$ cat src/rtl/pulse_hs_pkg.sv
// ----------------------------------------------------------------------------
// pulse_hs_pkg : state encoding and limits shared by the pulse handshake ends
// rev 1.0
// ----------------------------------------------------------------------------
`default_nettype none

package pulse_hs_pkg;

  localparam logic ST_IDLE     = 1'b0;
  localparam logic ST_WAIT_ACK = 1'b1;

  localparam int unsigned SYNC_STAGES_MIN = 2;

  typedef enum logic {
    IDLE     = ST_IDLE,
    WAIT_ACK = ST_WAIT_ACK
  } state_e;

endpackage

`default_nettype wire

$ cat src/rtl/bit_sync.sv
// ----------------------------------------------------------------------------
// bit_sync : STAGES-deep single-bit resynchroniser, synchronous reset to 0
// rev 1.0
// ----------------------------------------------------------------------------
`default_nettype none

module bit_sync
  import pulse_hs_pkg::*;
#(
  parameter int unsigned STAGES = 2
) (
  input  logic clk,
  input  logic rst,
  input  logic d_i,
  output logic q_o
);

  localparam int unsigned DEPTH = (STAGES < SYNC_STAGES_MIN) ? SYNC_STAGES_MIN : STAGES;

  (* ASYNC_REG = "TRUE" *) logic [DEPTH-1:0] sync_q;

  always_ff @(posedge clk) begin
    if (rst) begin
      sync_q <= '0;
    end else begin
      sync_q <= {sync_q[DEPTH-2:0], d_i};
    end
  end

  assign q_o = sync_q[DEPTH-1];

endmodule

`default_nettype wire

$ cat src/rtl/pulse_hs_tx.sv
// ----------------------------------------------------------------------------
// pulse_hs_tx : initiator side of a two-phase req/ack pulse handshake
// Optional watchdog: define PULSE_HS_TX_TIMEOUT_EN.            rev 1.0
// ----------------------------------------------------------------------------
`default_nettype none

module pulse_hs_tx
  import pulse_hs_pkg::*;
#(
  parameter int unsigned CNT_W       = 4,
  parameter int unsigned SYNC_STAGES = 2,
  parameter int unsigned TIMEOUT_CYC = 1024
) (
  input  logic             clk,
  input  logic             rst,
  input  logic             pulse_in,
  input  logic             ack_toggle_async,
  output logic             req_toggle,
  output logic [CNT_W-1:0] pending,
  output logic             busy,
  output logic             pulse_done,
  output logic             overflow,
  output logic             timeout
);

  localparam logic [CNT_W-1:0] PEND_MAX = '1;

  state_e           state_q, state_d;
  logic [CNT_W-1:0] pending_q, pending_d;
  logic             req_q, req_d;
  logic             done_q, done_d;
  logic             ovf_q, ovf_d;
  logic             ack_seen_q;
  logic             ack_sync;
  logic             ack_edge;
  logic             ack_acc;

  bit_sync #(
    .STAGES (SYNC_STAGES)
  ) u_ack_sync (
    .clk (clk),
    .rst (rst),
    .d_i (ack_toggle_async),
    .q_o (ack_sync)
  );

  assign ack_edge = ack_sync ^ ack_seen_q;

  always_comb begin
    state_d   = state_q;
    req_d     = req_q;
    done_d    = 1'b0;
    ack_acc   = 1'b0;
    pending_d = pending_q;
    ovf_d     = ovf_q;

    // An ack edge seen in IDLE is stale (peer reset skew) and is dropped.
    case (state_q)
      IDLE: begin
        if (pending_q != '0) begin
          req_d   = ~req_q;
          state_d = WAIT_ACK;
        end
      end
      WAIT_ACK: begin
        if (ack_edge) begin
          ack_acc = 1'b1;
          done_d  = 1'b1;
          state_d = IDLE;
        end
      end
      default: state_d = IDLE;
    endcase

    if (pulse_in && !ack_acc) begin
      if (pending_q == PEND_MAX) begin
        ovf_d = 1'b1;
      end else begin
        pending_d = pending_q + CNT_W'(1);
      end
    end else if (!pulse_in && ack_acc) begin
      pending_d = pending_q - CNT_W'(1);
    end
  end

  always_ff @(posedge clk) begin
    if (rst) begin
      state_q    <= IDLE;
      pending_q  <= '0;
      req_q      <= 1'b0;
      done_q     <= 1'b0;
      ovf_q      <= 1'b0;
      ack_seen_q <= 1'b0;
    end else begin
      state_q    <= state_d;
      pending_q  <= pending_d;
      req_q      <= req_d;
      done_q     <= done_d;
      ovf_q      <= ovf_d;
      ack_seen_q <= ack_sync;
    end
  end

`ifdef PULSE_HS_TX_TIMEOUT_EN
  localparam int unsigned      WD_W   = $clog2(TIMEOUT_CYC + 1);
  localparam logic [WD_W-1:0]  WD_MAX = WD_W'(TIMEOUT_CYC);

  logic [WD_W-1:0] wd_q, wd_d;
  logic            timeout_q, timeout_d;

  always_comb begin
    wd_d      = wd_q;
    timeout_d = timeout_q;
    if (state_q == IDLE && state_d == WAIT_ACK) begin
      wd_d = '0;
    end else if (state_q == WAIT_ACK && wd_q != WD_MAX) begin
      wd_d = wd_q + WD_W'(1);
      if (wd_d == WD_MAX) begin
        timeout_d = 1'b1;
      end
    end
  end

  always_ff @(posedge clk) begin
    if (rst) begin
      wd_q      <= '0;
      timeout_q <= 1'b0;
    end else begin
      wd_q      <= wd_d;
      timeout_q <= timeout_d;
    end
  end

  assign timeout = timeout_q;
`else
  logic unused_timeout_cfg;
  assign unused_timeout_cfg = ^TIMEOUT_CYC;
  assign timeout            = 1'b0;
`endif

  assign req_toggle = req_q;
  assign pending    = pending_q;
  assign busy       = (state_q == WAIT_ACK);
  assign pulse_done = done_q;
  assign overflow   = ovf_q;

endmodule

`default_nettype wire

$ cat config.mk
export PLATFORM = sky130hd
export DESIGN_NAME = pulse_hs_tx
export DESIGN_NICKNAME = d
export VERILOG_FILES = /design/src/rtl/pulse_hs_pkg.sv /design/src/rtl/bit_sync.sv /design/src/rtl/pulse_hs_tx.sv
export SDC_FILE = /design/constraint.sdc
export NUM_CORES = 1
export LEC_CHECK = 0
export ABC_AREA = 1
export CAP_MARGIN = 0
export CORE_AREA = 4 4 41 43
export CTS_CLUSTER_SIZE = 20
export DETAILED_ROUTE_END_ITERATION = 10
export DIE_AREA = 0 0 45 47
export PLACE_DENSITY = 0.7
export SLEW_MARGIN = 15
export SYNTH_ARGS = -nofsm -noshare
export SYNTH_HDL_FRONTEND = slang
export SYNTH_HIERARCHICAL = 1
export SYNTH_SLANG_ARGS = --single-unit
$ cat constraint.sdc
create_clock -name clk -period 2.15 [get_ports clk]
set_clock_uncertainty 0.15 [all_clocks]
set_input_delay 0.43 -clock clk [delete_from_list [all_inputs] [get_ports clk]]
set_output_delay 0.43 -clock clk [all_outputs]
set_load 0.1 [all_outputs]
==> flow_summary.ini, run 1 <==
[critical_path]
crit_cells = 11
path_buf_inv = 1
critPathMaxStageDelay_ps = 500
crit_type = primary input to flip-flop
crit_path_end_kind = flip-flop
cp_max_fo = 4
crit_family = simple AND/OR/NAND/NOR gates
cpMaxStageDelayCell = clkdlybuf4s50_1
worstSetupEndpoint = pending[3]
reg2regPathDepth = 12
crit_required_ps = 2170
r2r_end = pending[3]
critical_path.startpoint = pulse_in
r2r_setup_slack_ps = 330
start_kind = primary input
path_cells = clkdlybuf4s50_1 -> nand2_2 -> ha_1 -> nand2_1 -> nand2_1 -> nor2_1 -> nand3_1 -> nand2_1 -> nor2_2 -> nor2_1 -> nor2_1
crit_arrival_ps = 1940
timing.rr.start = ack_seen_q

[clock_network]
cts.clk_slew.worst_paths_ps = 70
cts_buffers = 3
cts_tree = done
ctsResizeCount = 0
cts_sinks = 11
cts_post_setup_buffers_inserted = 0
root_buffer = clkbuf_4
cts_max_level = 1
clock_latency_ps = 260
clockBufferDepth = 2
hold_buffers = 0

[logic_synthesis]
synth_area_leaders = dfxtp_1 (38%), nor2_1 (8.5%), nand2_1 (7.9%), inv_1 (7.2%), ha_1 (4.4%)
netlist_area_um2 = 573
synth_top_area_share_pct = 38.4
ys_seq_elements = 11
syn_inst = 75
ys_types = 24
avgSynthCellArea_um2 = 7.64
ys_warn_count = 6
synth_top_flop_cell = dfxtp_1
synth_top_area_cell = dfxtp_1
synth_common_cells = nor2_1 (13), nand2_1 (12), dfxtp_1 (11), inv_1 (11)
ys_seq_area_share_pct = 38.4
synth.most_common_cell = nor2_1
synth_edf_count = 0
syn-num-nets = 82
async_reset_ff_share_pct = 0

[floorplan]
initial_core_util_pct = 44.0
rows = 13
io_pins = 13
die_h_um = 47
coreArea_um2 = 1300
chipWidth_um = 45
die-area_um2 = 2120

[detailed_routing]
routedWlPerCell_um = 9.23
first_iter_violations = 8
vias_per_cell = 4.61
via_count = 502
drc_errors = 0
postRouteWirelength_mm = 1.01
firstDrtPassIters = 6
ant_nets = 0

[pwr]
power_density_nw_per_um2 = 896
p_leak_nw = 0.389
peakVddDrop_mv = 0.381

[grt]
grt_pass1_vias = 435
grt_pass1_wl_mm = 1.76
grt_usage_pct = 11.5
grt_max_degree = 9
grt_overflow = 0
antenna_found_initial = 0

[finish]
drive_gt1_share_pct = 29.8
fin_cells = 109
syn2layout_area_growth_pct = 33.8
nNetsFinal = 102
final.fill_count = 127
diodes = 0

[flow_run]
cap_violations = 0

[place]
hpwl_um = 823
dp_slack_ps = -54.4
place.gp.congestion = 0.799
post-place-cells = 105
portBuffers = 11

[sta]
tns_ps = 0
hold_slack_ps = 257
layout_setup_ws_ps = 223
finalHoldViolCount = 0
finalSetupViolCount = 0
timing.final.crit_share_pct = 89.6
finalWorstPathRequiredPeriod_ps = 1930
fmax_mhz = 519
finalMaxSlewViolations = 0
rsz0062_at_grt = no

[status]
outcome = finished, final reports clean

[hold_path]
min_path_type = flip-flop to flip-flop
## stage by stage
step	utilization, %	total power [W]	area (um^2)
after floorplan	-	0.000478	577
after global placement	56.9	0.000553	741
after detailed placement	56.9	0.000557	741
after CTS	58.9	0.000698	767
after global routing	58.9	0.000734	767
final	58.9	0.000687	767
## flip-flops by register name, indices dropped and copies added, names as in the netlist
name / count
u_ack_sync/sync_q: 2
pending: 4
ack_seen_q: 1
busy: 1
pulse_done: 1
overflow: 1
req_toggle: 1
## cell families after synthesis
family,count (synthesis),synth area share (%)
flip-flops,11,38.4
buffers and inverters,13,9.17
other,1,0.654
XOR/XNOR,1,1.53
AO/OA/AOI/OAI,7,8.08
AND/OR/NAND/NOR,39,34.3
adder cells (fa/ha/maj),3,7.86
## worst reg2reg max path, stage by stage (launching register included)
cell	delay [ps]
dfxtp_1	330
nand2_1	100
nand3_4	130
nand2_2	80
ha_1	320
nand2_1	90
nand2_1	50
nor2_1	100
nand3_1	90
nand2_1	90
nor2_2	40
nor2_1	80
nor2_1	50
## final cells by class
type | instances | area, um^2 | share of cell area [%]
repair buffers | 16 | 153 | 19.9
flip-flops and latches | 11 | 224 | 29.2
multi-input cells | 51 | 300 | 39.2
clock buffers | 4 | 26.3 | 3.43
inverters | 12 | 45.0 | 5.87
well taps | 15 | 18.8 | 2.45
## worst min path at each step
stage	start	slack (ps)	to	cells after the start
4_1_cts	u_ack_sync/sync_q[0]	260	u_ack_sync/sync_q[1]	2
6_report	u_ack_sync/sync_q[0]	260	u_ack_sync/sync_q[1]	2
2_1_floorplan	u_ack_sync/sync_q[0]	240	u_ack_sync/sync_q[1]	2
3_5_place_dp	u_ack_sync/sync_q[0]	250	u_ack_sync/sync_q[1]	2
5_1_grt	u_ack_sync/sync_q[0]	270	u_ack_sync/sync_q[1]	2
3_3_place_gp	u_ack_sync/sync_q[0]	240	u_ack_sync/sync_q[1]	2
## layer usage
layer  global-route usage (%)  part of all wire (%)  vias to the layer above  wire length [um]
met4                     3.51                     0                        0                 0
met2                     18.4                    46                       10               466
li1                         -                     -                      272                 -
met5                        0                     0                        -                 0
met3                     5.75                   8.3                        0                83
met1                     13.7                    45                      220               456
## placed cells by master (no fill, tap or decap), types with 2 or more instances in the layout
cell	n
nand2_1	12
buf_12	2
nand3_1	3
clkbuf_4	3
a21oi_1	2
buf_4	11
nand4_1	2
ha_1	2
nand2_2	3
dfxtp_1	8
dfxtp_2	3
inv_1	11
clkdlybuf4s50_1	3
nor2_1	13
o21ai_0	2
## power breakdown
part	internal (W)	switching (W)	total (W)
clock	0.0000718	0.0000663	0.000138
sequential	0.000226	0.0000270	0.000253
combinational	0.0000908	0.000205	0.000296
total	0.000389	0.000299	0.000687
(Power assumes the default switching activity.)
==> inputs of run 2 (changes only) <==
- clock period: 2.15 -> 2.5 ns (I/O delays scaled with it)
==> run 2 against run 1 <==
Effect of this change: final cell count down 3.7%; via count down 3.2%; critical path depth did not move.
==> flow_summary.ini, run 2 (synthesis results as in run 1) <==
[status]
outcome = finished, final reports clean

[sta]
finalSetupViolCount = 0
layout_setup_ws_ps = 481
fmax_mhz = 495
finalHoldViolCount = 0
tns_ps = 0
rsz0062_at_grt = no
finalWorstPathRequiredPeriod_ps = 2020
timing.final.crit_share_pct = 80.7
finalMaxSlewViolations = 0

[detailed_routing]
drc_errors = 0
ant_nets = 0
postRouteWirelength_mm = 1.06
routedWlPerCell_um = 10.1
first_iter_violations = 5
vias_per_cell = 4.63
firstDrtPassIters = 4
via_count = 486

[pwr]
p_comb_share_pct = 41.1
p_int_w = 0.000315
peakVddDrop_mv = 0.373
power_frac_seq_pct = 37.3
pwr-share-clk_pct = 21.6
power.switching_w = 0.000261
sw_frac_of_total_pct = 45.3
power_density_nw_per_um2 = 813
p_leak_nw = 0.362

[clock_network]
cts_buffers = 3
clockBufferDepth = 2
cts_sinks = 11
ctsResizeCount = 0
cts_post_setup_buffers_inserted = 0
cts_max_level = 1
clock_latency_ps = 280
root_buffer = clkbuf_4
cts_tree = done
hold_buffers = 0
cts.clk_slew.worst_paths_ps = 70

[grt]
grt_pass1_vias = 432
grt_max_degree = 9
grt_overflow = 0
antenna_found_initial = 0
grt_usage_pct = 12.3
grt_pass1_wl_mm = 1.79

[flow_run]
cap_violations = 0

[floorplan]
die_h_um = 47
chipWidth_um = 45
io_pins = 13
coreArea_um2 = 1300
rows = 13
die-area_um2 = 2120
initial_core_util_pct = 44.0

[hold_path]
holdPathStages = 2
min_from = u_ack_sync/sync_q[0]
min_path_type = flip-flop to flip-flop
hold_path_end = u_ack_sync/sync_q[1]

[finish]
diodes = 0
mostFrequentLayoutCell = nor2_1
final_cell_mix = nor2_1 (13), nand2_1 (12), inv_1 (11), dfxtp_1 (11), buf_4 (9)
drive_gt1_share_pct = 23.3
fin_cells = 105
largest_reg_flops = 4
nNetsFinal = 98
syn2layout_area_growth_pct = 23.6

[critical_path]
r2r_setup_slack_ps = 640
crit_arrival_ps = 2050
cp_max_fo = 5
reg2regPathDepth = 11
crit_type = primary input to flip-flop
start_kind = primary input
crit_required_ps = 2530
r2r_end = pending[3]
timing.rr.start = busy
crit_path_end_kind = flip-flop

[place]
place.gp.congestion = 0.792
hpwl_um = 806
post-place-cells = 101
dp_slack_ps = 197
portBuffers = 11
[run 2: cell types whose count changed in the layout (fill, tap and decap cells not counted), sizes merged]
cell,change
buf,-4
[run 2: stage by stage]
step           total power [W]  utilization, %  hold WS, ps  instance area [um^2]
6_report              0.000576            54.4          258                   708
5_1_grt               0.000610            54.4          275                   708
4_1_cts               0.000583            54.4          258                   708
3_5_place_dp          0.000455            52.4          249                   682
3_3_place_gp          0.000453            52.4          239                   682
2_1_floorplan         0.000409               -          238                   573
[run 2: cell type report]
class	count	area [um^2]
Multi-Input combinational cell	51	300
Sequential cell	11	220
Fill cell	131	593
Inverter	12	45.0
Timing Repair Buffer	12	97.6
Tap cell	15	18.8
Clock buffer	4	26.3
[run 2: worst max-delay path by stage]
stage	start	to	depth (start not counted)
floorplan	busy	pending[3]	11
global placement	pulse_in	pending[3]	11
detailed placement	pulse_in	pending[3]	11
CTS	pulse_in	pending[3]	11
global route	pulse_in	pending[3]	11
finish	pulse_in	pending[3]	11
[run 2: layer usage]
layer / global-route usage (%) / vias up / share of wire [%]
met3: 5.75 / 2 / 6.6
met1: 15.4 / 206 / 49
met5: 0 / - / 0
met4: 7.02 / 0 / 2.0
met2: 17.2 / 11 / 42
li1: - / 267 / -
[run 2: power groups by stage]
stage                     Combinational, W  Clock, W  Sequential (W)
final                             0.000236  0.000124        0.000215
after global routing              0.000255  0.000136        0.000219
after CTS                         0.000237  0.000130        0.000215
after detailed placement          0.000236         0        0.000219
after global placement            0.000234         0        0.000218
after floorplan                  0.0000829         0        0.000326
[run 2: critical path: stages]
cell and delay [ps]:
clkdlybuf4s50_1 490, nand2_2 110, ha_1 340, nand2_1 100
nand2_1 60, nor2_1 90, nand3_1 90, nand2_1 90
nor2_2 40, nor2_1 70, nor2_1 50
==> inputs of run 3 (changes only) <==
- CORE_AREA: 4 4 41 43 -> not set
- CORE_MARGIN: not set -> 4
- CORE_UTILIZATION: not set -> 42
- DIE_AREA: 0 0 45 47 -> not set
- PLACE_DENSITY: 0.7 -> 0.71
- clock period: 2.5 -> 1.7 ns (I/O delays scaled with it)
==> run 3 against run 2 <==
Effect of this change: clock-buffer cell count shrank 1; via count grew 8.4%; sequential power grew 57%; critical path depth grew 2; wire length grew 19%; die area shrank 4.5%; critical path type is now flip-flop to flip-flop.
==> flow_summary.ini, run 3 (synthesis results as in run 1) <==
[finish]
nNetsFinal = 103
drive_gt1_share_pct = 46.3
diodes = 0
syn2layout_area_growth_pct = 59.2
final-seq-area_um2 = 231
multi_input_area_um2 = 355
fin_cells = 110
post-route-util_pct = 71.0
finish.instance_area_um2 = 912
final_cell_mix = nor2_1 (11), inv_1 (10), nand2_1 (8), buf_12 (8)
mostFrequentLayoutCell = nor2_1
largest_reg_flops = 4
final.fill_count = 97

[place]
hpwl_um = 964
place.gp.congestion = 0.763
place_area_um2 = 846
dp_slack_ps = -349
post-place-cells = 104
portBuffers = 11

[critical_path]
cpMaxStageDelayCell = dfxtp_2
cp_max_fo = 4
critPathMaxStageDelay_ps = 340
path_common_cell = nand2_2
crit_type = flip-flop to flip-flop
start_kind = flip-flop
crit_required_ps = 1720
path_cells = inv_2 -> nand2_2 -> nand3_4 -> nand2_4 -> ha_4 -> nand2_4 -> nand2_2 -> nor2_2 -> nand3_2 -> nand2_2 -> nor2_2 -> nor2_1 -> nor2_1
crit_path_end_kind = flip-flop
crit_arrival_ps = 1700

[grt]
grt_usage_pct = 14.3
grt_overflow = 0
grt_pass1_vias = 481
antenna_found_initial = 0
grt_pass1_wl_mm = 2.08
grt_max_degree = 9

[detailed_routing]
postRouteWirelength_mm = 1.26
vias_per_cell = 4.79
firstDrtPassIters = 4
ant_nets = 0
routedWlPerCell_um = 11.4
first_iter_violations = 6
via_count = 527
drc_errors = 0

[pwr]
p_int_w = 0.000549
pwr-share-clk_pct = 18.6
power.switching_w = 0.000420
p_comb_share_pct = 46.6
total_power_w = 0.000969
power_frac_seq_pct = 34.9
peakVddDrop_mv = 0.587
sw_frac_of_total_pct = 43.4
p_leak_nw = 0.430
power_density_nw_per_um2 = 1060

[clock_network]
cts_max_level = 1
cts.clk_slew.worst_paths_ps = 70
hold_buffers = 0
cts_tree = done
clockBufferDepth = 2
cts_buffers = 3
cts_sinks = 11
clock_latency_ps = 270
root_buffer = clkbuf_4

[sta]
finalMaxSlewViolations = 0
fmax_mhz = 594
layout_setup_ws_ps = 16.2
timing.final.crit_share_pct = 99.0
rsz0062_at_grt = yes
finalSetupViolCount = 0
finalHoldViolCount = 0
finalWorstPathRequiredPeriod_ps = 1680

[hold_path]
min_path_type = flip-flop to flip-flop

[floorplan]
coreArea_um2 = 1280
chipWidth_um = 44.9
die-area_um2 = 2020
die_h_um = 44.9
io_pins = 13
initial_core_util_pct = 44.6
rows = 13

[status]
outcome = finished, final reports clean

[flow_run]
cap_violations = 0
run 3: changes by cell type in the layout (fill, tap and decap cells not counted), sizes merged:
cell / delta
buf: +5
clkbuf: -1
clkdlybuf4s50: -1
clkinv: +1
dlygate4sd2: +1
run 3: path summary, 6_finish.rpt:
check / startpoint / endpoint / slack [ps] / cells after the start
setup / recovery: u_ack_sync/sync_q[1] / pending[3] / 20 / 13
hold reg to reg: u_ack_sync/sync_q[0] / u_ack_sync/sync_q[1] / 250 / 2
setup reg to reg: u_ack_sync/sync_q[1] / pending[3] / 20 / 13
hold / removal: u_ack_sync/sync_q[0] / u_ack_sync/sync_q[1] / 250 / 2
run 3: repair_timing:
item | 4_1_cts | 5_1_grt
resized for setup | 1 | 10
endpoints found under the setup margin | 1 | 2
pin swaps | 1 | 8
setup buffers | 1 | 1
run 3: through the flow:
stage,hold slack [ps],setup TNS [ps]
detailed placement,252,-781
CTS,262,0
global placement,239,-772
global route,288,-93.0
floorplan,238,-101
finish,253,0
run 3: layout make-up:
| type | count | area share, % |
|---|---|---|
| multi-input combinational | 51 | 39.0 |
| tap | 15 | 2.06 |
| inverter | 12 | 4.94 |
| clock inverter | 1 | 0.549 |
| timing repair buffer | 17 | 25.7 |
| sequential | 11 | 25.4 |
| clock buffer | 3 | 2.47 |
run 3: metal layers:
| layer | wire length [um] | track usage, % |
|---|---|---|
| met1 | 542 | 17.6 |
| met2 | 619 | 22.3 |
| met3 | 83 | 6.37 |
| met4 | 12 | 4.09 |
| met5 | 0 | 0 |
run 3: critical path, delay by kind of cell, from the launching register on:
family / cells / cell delay [ps]
DFF: 1 / 340
adders and majority gates: 1 / 220
buffers and inverters: 1 / 40
and+or+nand+nor: 11 / 800
run 3: power groups by stage:
stage / registers [W] / clock network (W) / logic, W
floorplan: 0.000488 / 0 / 0.000134
global placement: 0.000342 / 0 / 0.000426
detailed placement: 0.000344 / 0 / 0.000432
CTS: 0.000338 / 0.000190 / 0.000435
global route: 0.000345 / 0.000201 / 0.000476
finish: 0.000338 / 0.000180 / 0.000451
